**src/rtl/noc_input_port_ctrl_if.sv**
```systemverilog
// Handshake bundle between the router input fifo, the input-port controller
// and the crossbar/arbiter. The master side is the input-port controller.
interface noc_input_port_ctrl_if #(
  parameter int DATA_WIDTH = 8
);
  logic [DATA_WIDTH-1:0] fifo_data_i;
  logic                  fifo_empty_i;
  logic                  fifo_rd_en_o;
  logic [DATA_WIDTH-1:0] flit_o;
  logic [4:0]            route_o;
  logic                  flit_valid_o;
  logic                  flit_ready_i;
  logic                  err_o;
  logic [7:0]            drop_cnt_o;

  modport master (
    input  fifo_data_i, fifo_empty_i, flit_ready_i,
    output fifo_rd_en_o, flit_o, route_o, flit_valid_o, err_o, drop_cnt_o
  );

  modport slave (
    output fifo_data_i, fifo_empty_i, flit_ready_i,
    input  fifo_rd_en_o, flit_o, route_o, flit_valid_o, err_o, drop_cnt_o
  );
endinterface

```
**src/rtl/noc_input_port_ctrl.sv**
```systemverilog
// Router input-port controller: drains the input fifo (registered read),
// checks packet framing, computes the XY route of head/single flits and
// presents {flit, route} through a 2-entry buffer on a valid/ready handshake.
// Pipeline: p0 = read issue, p1 = fifo data capture, p2 = output buffer.
module noc_input_port_ctrl #(
  parameter int DATA_WIDTH = 8,
  parameter int COORD_W    = 2,
  parameter int X_CORD     = 0,
  parameter int Y_CORD     = 0,
  parameter int ID         = 0
) (
  input  logic                  clk_i,
  input  logic                  rst_ni,
  noc_input_port_ctrl_if.master bus
);

  localparam logic [1:0] TYPE_SINGLE = 2'b00;
  localparam logic [1:0] TYPE_HEAD   = 2'b01;
  localparam logic [1:0] TYPE_BODY   = 2'b10;
  localparam logic [1:0] TYPE_TAIL   = 2'b11;

  localparam logic [4:0] ROUTE_E = 5'b00001;
  localparam logic [4:0] ROUTE_W = 5'b00010;
  localparam logic [4:0] ROUTE_N = 5'b00100;
  localparam logic [4:0] ROUTE_S = 5'b01000;
  localparam logic [4:0] ROUTE_L = 5'b10000;

  localparam logic [COORD_W-1:0] X_POS = COORD_W'(X_CORD);
  localparam logic [COORD_W-1:0] Y_POS = COORD_W'(Y_CORD);

  // ID only tags the instance for debug; a negative id would be a wiring bug
  // upstream, so it also qualifies the read enable.
  localparam logic ID_OK = (ID >= 0);

  typedef enum logic {IDLE = 1'b0, PKT = 1'b1} state_e;

  // Dimension-ordered routing: resolve X first, then Y, else eject locally.
  function automatic logic [4:0] xy_route(input logic [COORD_W-1:0] dx,
                                          input logic [COORD_W-1:0] dy);
    if (dx > X_POS)      return ROUTE_E;
    else if (dx < X_POS) return ROUTE_W;
    else if (dy > Y_POS) return ROUTE_N;
    else if (dy < Y_POS) return ROUTE_S;
    else                 return ROUTE_L;
  endfunction

  state_e                state_q, state_d;
  logic                  vld_p1;
  logic [1:0]            occ_q;
  logic [DATA_WIDTH-1:0] flit_p2 [2];
  logic [4:0]            route_p2 [2];
  logic [4:0]            cur_route_q;
  logic                  err_q;
  logic [7:0]            drop_cnt_q;

  logic                  pop;
  logic [2:0]            room_p0;
  logic                  rd_en_p0;
  logic [1:0]            ftype_p1;
  logic [4:0]            new_route_p1;
  logic                  push, err_d, drop, latch_route;
  logic [4:0]            push_route;

  assign pop      = (occ_q != 2'd0) && bus.flit_ready_i;
  assign room_p0  = {1'b0, occ_q} + {2'b00, vld_p1} - {2'b00, pop};
  assign rd_en_p0 = rst_ni && ID_OK && !bus.fifo_empty_i && (room_p0 < 3'd2);

  assign ftype_p1     = bus.fifo_data_i[DATA_WIDTH-1 -: 2];
  assign new_route_p1 = xy_route(bus.fifo_data_i[DATA_WIDTH-3 -: COORD_W],
                                 bus.fifo_data_i[DATA_WIDTH-3-COORD_W -: COORD_W]);

  // Framing FSM state register, advanced only on a captured flit.
  always_ff @(posedge clk_i or negedge rst_ni) begin
    if (!rst_ni) state_q <= IDLE;
    else         state_q <= state_d;
  end

  // Next-state: a head opens a packet, tail/single close it.
  always_comb begin
    state_d = state_q;
    if (vld_p1) begin
      case (state_q)
        IDLE: if (ftype_p1 == TYPE_HEAD) state_d = PKT;
        PKT:  if (ftype_p1 == TYPE_TAIL || ftype_p1 == TYPE_SINGLE) state_d = IDLE;
        default: state_d = IDLE;
      endcase
    end
  end

  // Capture actions: accept/drop, error flag and route selection per flit.
  always_comb begin
    push        = 1'b0;
    err_d       = 1'b0;
    drop        = 1'b0;
    latch_route = 1'b0;
    push_route  = cur_route_q;
    if (vld_p1) begin
      case (state_q)
        IDLE: begin
          case (ftype_p1)
            TYPE_HEAD: begin
              push = 1'b1; latch_route = 1'b1; push_route = new_route_p1;
            end
            TYPE_SINGLE: begin
              push = 1'b1; push_route = new_route_p1;
            end
            default: begin
              drop = 1'b1; err_d = 1'b1;
            end
          endcase
        end
        PKT: begin
          case (ftype_p1)
            TYPE_HEAD: begin
              // previous packet never saw its tail; restart on the new head
              push = 1'b1; err_d = 1'b1; latch_route = 1'b1; push_route = new_route_p1;
            end
            TYPE_SINGLE: begin
              push = 1'b1; err_d = 1'b1; push_route = new_route_p1;
            end
            default: push = 1'b1;
          endcase
        end
        default: ;
      endcase
    end
  end

  // Read-in-flight flag, latched packet route, error pulse and drop counter.
  always_ff @(posedge clk_i or negedge rst_ni) begin
    if (!rst_ni) begin
      vld_p1      <= 1'b0;
      cur_route_q <= '0;
      err_q       <= 1'b0;
      drop_cnt_q  <= '0;
    end else begin
      vld_p1 <= rd_en_p0;
      err_q  <= err_d;
      if (latch_route) cur_route_q <= new_route_p1;
      if (drop && drop_cnt_q != 8'hFF) drop_cnt_q <= drop_cnt_q + 8'd1;
    end
  end

  // Two-entry output buffer, slot 0 is the head; push and pop may coincide.
  always_ff @(posedge clk_i or negedge rst_ni) begin
    if (!rst_ni) begin
      occ_q       <= '0;
      flit_p2[0]  <= '0;
      flit_p2[1]  <= '0;
      route_p2[0] <= '0;
      route_p2[1] <= '0;
    end else begin
      case ({push, pop})
        2'b10: begin
          if (occ_q == 2'd0) begin
            flit_p2[0]  <= bus.fifo_data_i;
            route_p2[0] <= push_route;
          end else begin
            flit_p2[1]  <= bus.fifo_data_i;
            route_p2[1] <= push_route;
          end
          occ_q <= occ_q + 2'd1;
        end
        2'b01: begin
          flit_p2[0]  <= flit_p2[1];
          route_p2[0] <= route_p2[1];
          occ_q       <= occ_q - 2'd1;
        end
        2'b11: begin
          if (occ_q == 2'd1) begin
            flit_p2[0]  <= bus.fifo_data_i;
            route_p2[0] <= push_route;
          end else begin
            flit_p2[0]  <= flit_p2[1];
            route_p2[0] <= route_p2[1];
            flit_p2[1]  <= bus.fifo_data_i;
            route_p2[1] <= push_route;
          end
        end
        default: ;
      endcase
    end
  end

  assign bus.fifo_rd_en_o = rd_en_p0;
  assign bus.flit_o       = flit_p2[0];
  assign bus.route_o      = route_p2[0];
  assign bus.flit_valid_o = (occ_q != 2'd0);
  assign bus.err_o        = err_q;
  assign bus.drop_cnt_o   = drop_cnt_q;

endmodule
```
**src/flat_wrapper.sv**
```systemverilog
// flat-port wrapper written by rule: the top's interface ports become plain ports
module noc_input_port_ctrl_flat 
#(
  parameter int DATA_WIDTH = 8,
  parameter int COORD_W    = 2,
  parameter int X_CORD     = 0,
  parameter int Y_CORD     = 0,
  parameter int ID         = 0
)
  (clk_i, rst_ni, bus_fifo_data_i, bus_fifo_empty_i, bus_flit_ready_i, bus_fifo_rd_en_o, bus_flit_o, bus_route_o, bus_flit_valid_o, bus_err_o, bus_drop_cnt_o);
  noc_input_port_ctrl_if #(.DATA_WIDTH(DATA_WIDTH)) bus_i ();
  input  logic clk_i;
  input  logic rst_ni;
  input wire logic [$bits(bus_i.fifo_data_i)-1:0] bus_fifo_data_i;
  input wire logic [$bits(bus_i.fifo_empty_i)-1:0] bus_fifo_empty_i;
  input wire logic [$bits(bus_i.flit_ready_i)-1:0] bus_flit_ready_i;
  output wire logic [$bits(bus_i.fifo_rd_en_o)-1:0] bus_fifo_rd_en_o;
  output wire logic [$bits(bus_i.flit_o)-1:0] bus_flit_o;
  output wire logic [$bits(bus_i.route_o)-1:0] bus_route_o;
  output wire logic [$bits(bus_i.flit_valid_o)-1:0] bus_flit_valid_o;
  output wire logic [$bits(bus_i.err_o)-1:0] bus_err_o;
  output wire logic [$bits(bus_i.drop_cnt_o)-1:0] bus_drop_cnt_o;
  assign bus_i.fifo_data_i = bus_fifo_data_i;
  assign bus_i.fifo_empty_i = bus_fifo_empty_i;
  assign bus_i.flit_ready_i = bus_flit_ready_i;
  assign bus_fifo_rd_en_o = bus_i.fifo_rd_en_o;
  assign bus_flit_o = bus_i.flit_o;
  assign bus_route_o = bus_i.route_o;
  assign bus_flit_valid_o = bus_i.flit_valid_o;
  assign bus_err_o = bus_i.err_o;
  assign bus_drop_cnt_o = bus_i.drop_cnt_o;
  noc_input_port_ctrl #(.DATA_WIDTH(DATA_WIDTH), .COORD_W(COORD_W), .X_CORD(X_CORD), .Y_CORD(Y_CORD), .ID(ID)) u_core (.clk_i(clk_i), .rst_ni(rst_ni), .bus(bus_i));
endmodule
```
**config.mk**
```make
export PLATFORM = sky130hd
export DESIGN_NAME = noc_input_port_ctrl_flat
export DESIGN_NICKNAME = d
export VERILOG_FILES = /design/src/rtl/noc_input_port_ctrl_if.sv /design/src/rtl/noc_input_port_ctrl.sv /design/src/flat_wrapper.sv
export SDC_FILE = /design/constraint.sdc
export NUM_CORES = 1
export LEC_CHECK = 0
export CORE_MARGIN = 10
export CORE_UTILIZATION = 30
export DETAILED_ROUTE_END_ITERATION = 16
export HOLD_SLACK_MARGIN = 0.15
export PLACE_DENSITY = 0.48
export SYNTH_ARGS = -nofsm -noshare
export SYNTH_HDL_FRONTEND = slang
export SYNTH_SLANG_ARGS = --single-unit
```
**constraint.sdc**
```tcl
create_clock -name clk_i -period 6.2 [get_ports clk_i]
set_input_delay 1.86 -clock clk_i [delete_from_list [all_inputs] [get_ports clk_i]]
set_output_delay 1.86 -clock clk_i [all_outputs]
set_load 0.01 [all_outputs]
```
### Word level (Yosys, flattened, before mapping)

Index checks and enable logic that the tools add are counted.

* register bits after elaboration: 44
* bits of input ports: 12
* output and inout bits: 24
* logic and storage cells: 77

* add/subtract/negate cells: 5
* order comparisons: 5
* eq/ne operators: 10
* muxes and demuxes: 31
* bitwise logic cells: 1
* reductions and logical operators: 15

Operators by type and width (number)
* 5-bit two-way mux: 10
* 8-bit two-way mux: 4
* 8-bit case mux with 3 select lines: 1
* 8-bit case mux with 2 select lines: 1
* 5-bit case mux with 3 select lines: 1
* 5-bit case mux with 2 select lines: 1
* 1-bit two-way mux: 9
* 8-bit by 1-bit adder with 8-bit output (second input constant): 1
* 8-bit != test (second input constant): 1
* 2-bit by 1-bit == test with 1-bit output (second input constant): 3
* 2-bit == test (second input constant): 3
* 1-bit case mux with 2 select lines: 3
* 2-bit nonzero test: 3
* 2-bit by 1-bit greater-than comparator with 1-bit output (second input constant): 2
* 1-bit logical AND: 4
* 2-bit zero test: 2
* 2-bit by 1-bit < comparator with 1-bit output (second input constant): 2
* 2-bit != test (second input constant): 2
* 2-bit case mux with 2 select lines: 1
* 2-bit by 1-bit adder with 3-bit output: 1
* 3-bit by 2-bit < comparator with 1-bit output (second input constant): 1
* 3-bit AND reduction: 1
* 3-bit nonzero test: 1
* 3-bit by 1-bit subtractor with 3-bit output: 1
* 8 further kinds: 8

### Longest topological paths before layout

* depth in word-level cells: 9
* mapped depth: 11
* depth with buffers taken out: 10

### Worst setup path after synthesis

OpenSTA, ideal clock, no wires.

* kind: input port to output port
* start: input port bus_flit_ready_i
* end: output port bus_fifo_rd_en_o
* arrival: 3.346 ns
* data required time: 4.340 ns
* slack: 0.994 ns
* stages: 7
* buffers on the path: 0
* path through: nand2_1 inv_2 ha_1 nand2b_1 fa_1 xor2_1 nor3_1

* cells in the longest elaborated chain, start to end: 4

Ends and longest elaborated chain
* start: declaration: RTL line flat_wrapper.sv:16 `input wire logic [$bits(bus_i.flit_ready_i)-1:0] bus_flit_ready_i;`
* 1-bit logical AND: RTL line noc_input_port_ctrl.sv:64 `assign pop = (occ_q != 2'd0) && bus.flit_ready_i;`
* 3-bit by 1-bit subtractor with 3-bit output: RTL line noc_input_port_ctrl.sv:65 `assign room_p0 = {1'b0, occ_q} + {2'b00, vld_p1} - {2'b00, pop};`
* 3-bit by 2-bit < comparator with 1-bit output: RTL line noc_input_port_ctrl.sv:66 `assign rd_en_p0 = rst_ni && ID_OK && !bus.fifo_empty_i && (room_p0 < 3'd2);`
* 1-bit logical AND: RTL line noc_input_port_ctrl.sv:66
* end: declaration: RTL line flat_wrapper.sv:17 `output wire logic [$bits(bus_i.fifo_rd_en_o)-1:0] bus_fifo_rd_en_o;`

No other way between the ends.

### Final worst setup path

Ends and elaborated chain as after synthesis.

==> impl_results.md <==
- Max-slew violations: 0
- Total Die Area: around 10,000 um2
- Reg-to-reg endpoint: u_core.flit_p2[4]$_DFFE_PN0P_
- Hold buffer count at CTS: 0
- Combinational family with the most area after synthesis: simple AND/OR/NAND/NOR gates
- Area share of the largest cell type after synthesis: 0.488
- Wire length of the first global-routing pass: slightly above 7 mm
- Critical path launch point type: primary input
- WHS Path Cells: 1
- Cell count after synthesis: 185
- Routed Antenna Nets: 0
- CP dominant cell by count: clkdlybuf4s50_1
- Antenna cell count: 0
- Number of levels in the clock H-tree: 2
- Weighted congestion reported at the end of routability-driven placement: 0.725
- Starting Density: 0.309
- Die outline height: slightly above 100 um
- Power density cells: roughly 430 nW/um2
- Critical Path Source: bus_flit_ready_i
- Synth Register Bits: 38
- Final Util: 0.374
- Worst reg2reg setup slack: around 3700 ps
- Status: completed
- Crit-path cells: clkdlybuf4s50_1 > nand2_1 > inv_2 > ha_1 > nand2b_1 > fa_1 > xor2_1 > nor3_1 > clkdlybuf4s50_1
- Fin. Hold Viols: 0
- Highest ir drop seen on vdd: between 0.1 and 0.15 mV
- CP arrival: 4200 ps
- Main synth FF type: dfrtp_1
- CTS Buffer Depth: 2
- Max_cap viols: 0
- GRT Util Overall: 0.0865
- Actual transition at the worst max-transition pin: a little over 900 ps
- CTS tree: yes
- Root buf cell: clkbuf_8
- Pin count of the biggest net entering global routing: 39
- Area of the core: between 6000 and 7000 um2
- Setup TNS Final: 0 ps
- Final critical delay including setup and external delays: roughly 6000 ps
- Final setup violation count: 0
- Die Span X: between 100 and 150 um
- Share of cells above drive strength 1: 0.142
- Unique cell type count in the Yosys netlist: 33
- Synthesized area divided by synthesized cell count: 10.5 um2
- CP Data Required Time: around 4300 ps
- Sequential area share after synthesis: 0.488
- Final period util: 0.978
- Total Routed Length: approximately 4 mm
- Post-synthesis share of cell area spent on and, or, nand and nor gates: 0.132
- Layout overhead on the synthesized area: 21.2%
- Headroom to the max-slew limit: 0.383
- Number of synthesized flops with an enable pin: 0
- Share of synthesized area spent on multiplexers: 0.0635
- Ys Warns: 0
- Number of global-route vias before repair: around 1,400
- Top cells by area, synth: dfrtp_1 (49%), ha_1 (6.4%), mux2_2 (6.4%)
- Clock-pin slew on the worst setup and hold paths: ~80 ps
- Violation count after the first detailed-routing iteration: just over 80
- Number of clock sinks: 38
- Overall power of the completed layout: between 1 and 1.5 mW
- Overflow left after global routing: 0
- Gates resized, CTS repair: 0
- Xor and xnor fraction of the mapped netlist area: 0.0449
- Dominant cell type by area after synthesis: dfrtp_1
- CP peak stage delay: ~580 ps
- Area of the mapped netlist: roughly 1900 um2
- TritonCTS buffer count: 5
- Adder and majority gate portion of the synthesized area: 0.0745
- Clock Skews: 5.07 ps
- Via density per instance: about 4.5
- HPWL after detailed placement: about 3.0 mm
- Register-to-Register Path Depth: 9
- Static leakage: 1.08 nW
- Post-route DRC: 0
- Boundary pin count: 36
- CP Max Fanout: 2
- Per-cell routed wire length: about 14 um
- Input/output buffers: 33
- Buffer count from post-CTS setup fixing: 0
- First drt pass iteration count: 4
- Antenna violations before repair: 0
- Area fraction in compound gates after synthesis: 0.116
- Sort of element at the end of the critical path: output pin
- Max Clock Freq: about 0.16 GHz
- Asr flop ratio synth: 1.00
- Nets@finish: ~230
- Number of placement rows: 29
- Later-pin clock latency in the skew report: 280 ps
- Start-to-end type of the worst setup path: in -> out
- Reg2reg start: u_core.occ_q[1]$_DFFE_PN0P_
- Class of the worst hold path: reg -> reg
- Unrepaired setup endpoints after global routing: false
- Endpoint of the most critical setup path: bus_fifo_rd_en_o
- Crit-path slowest cell: clkdlybuf4s50_1
- Via total after detailed routing: about 1,300
-- cell usage in the layout (no fill, tap or decap), types with 3 or more instances in the layout --
master,n
a221oi_1,9
o21ai_0,7
mux2_2,11
nand2_1,18
clkbuf_8,6
nor2_1,25
clkdlybuf4s50_1,32
dfrtp_1,38
inv_1,8
xnor2_1,5
a21oi_1,6
and3_1,3
ha_1,10
a21o_1,3
xor2_1,5
-- how the worst min path moves through the flow --
stage	from	endpoint	slack [ps]
floorplan	u_core.cur_route_q[2]$_DFFE_PN0P_	u_core.cur_route_q[2]$_DFFE_PN0P_	440
global placement	u_core.route_p2[2]$_DFFE_PN0P_	u_core.route_p2[2]$_DFFE_PN0P_	460
detailed placement	u_core.route_p2[2]$_DFFE_PN0P_	u_core.route_p2[2]$_DFFE_PN0P_	470
CTS	u_core.route_p2[2]$_DFFE_PN0P_	u_core.route_p2[2]$_DFFE_PN0P_	480
global route	u_core.route_p2[2]$_DFFE_PN0P_	u_core.route_p2[2]$_DFFE_PN0P_	500
finish	u_core.route_p2[2]$_DFFE_PN0P_	u_core.route_p2[2]$_DFFE_PN0P_	480
-- report_power, final --
group	switching, mW	internal [mW]	total [mW]
combinational	0.207	0.228	0.435
sequential	0.0641	0.350	0.414
clock	0.0850	0.0898	0.175
total	0.357	0.667	1.02
-- state kept, by name (all words and copies together) (netlist names) --
| name | cells |
|---|---|
| u_core.bus.drop_cnt_o | 8 |
| u_core.bus.err_o | 1 |
| u_core.bus.flit_o | 8 |
| u_core.bus.route_o | 3 |
| u_core.cur_route_q | 3 |
| u_core.flit_p2 | 8 |
| u_core.occ_q | 2 |
| u_core.route_p2 | 3 |
| u_core.state_q | 1 |
| u_core.vld_p1 | 1 |
-- routing by layer --
layer,vias up,GRT usage,wire length (um)
met3,4,0.0295,215
met5,-,0,0
met1,622,0.107,1850
li1,665,-,-
met2,19,0.134,1950
met4,0,0.0359,65
-- metrics by stage --
step | area, um2 | hold WS, ps | setup WS [ps] | cells
after floorplan | 1950 | 443 | 994 | 186
after global placement | 2270 | 464 | 123 | 281
after detailed placement | 2270 | 466 | 106 | 281
after CTS | 2360 | 484 | 106 | 289
after global routing | 2360 | 499 | 22.8 | 289
final | 2360 | 484 | 136 | 289
-- cell usage after synthesis, types with 2 or more instances --
cell type	instances
nor2_1	25
a21oi_1	6
dfrtp_1	38
buf_2	4
and3_1	3
ha_1	10
xnor2_1	5
a21o_1	3
nor3_1	2
inv_2	2
xor2_1	5
o21ai_0	7
nand2_1	18
a221oi_1	9
buf_4	13
inv_1	8
mux2_2	11
-- cell families after synthesis --
group / after synthesis
simple gates: 56
other cells: 1
mux: 11
fa+ha+maj: 11
xor+xnor: 10
flops: 38
buf+inv: 27
compound gates: 31
-- worst max-delay path, delay by kind of cell --
family                     cells  cell delay [ps]
and+or+nand+nor                3              480
buffers and inverters          3             1020
adders and majority gates      2              680
xor gates and xnor gates       1              170
-- cell type report --
class / count / area, um2
Timing Repair Buffer: 35 / 340
Sequential cell: 38 / 951
Fill cell: 658 / 3950
Clock inverter: 1 / 5.00
Clock buffer: 7 / 86.3
Multi-Input combinational cell: 121 / 847
Tap cell: 77 / 96.3
Inverter: 10 / 37.5
Note: power is estimated with default switching activity, not from simulation.
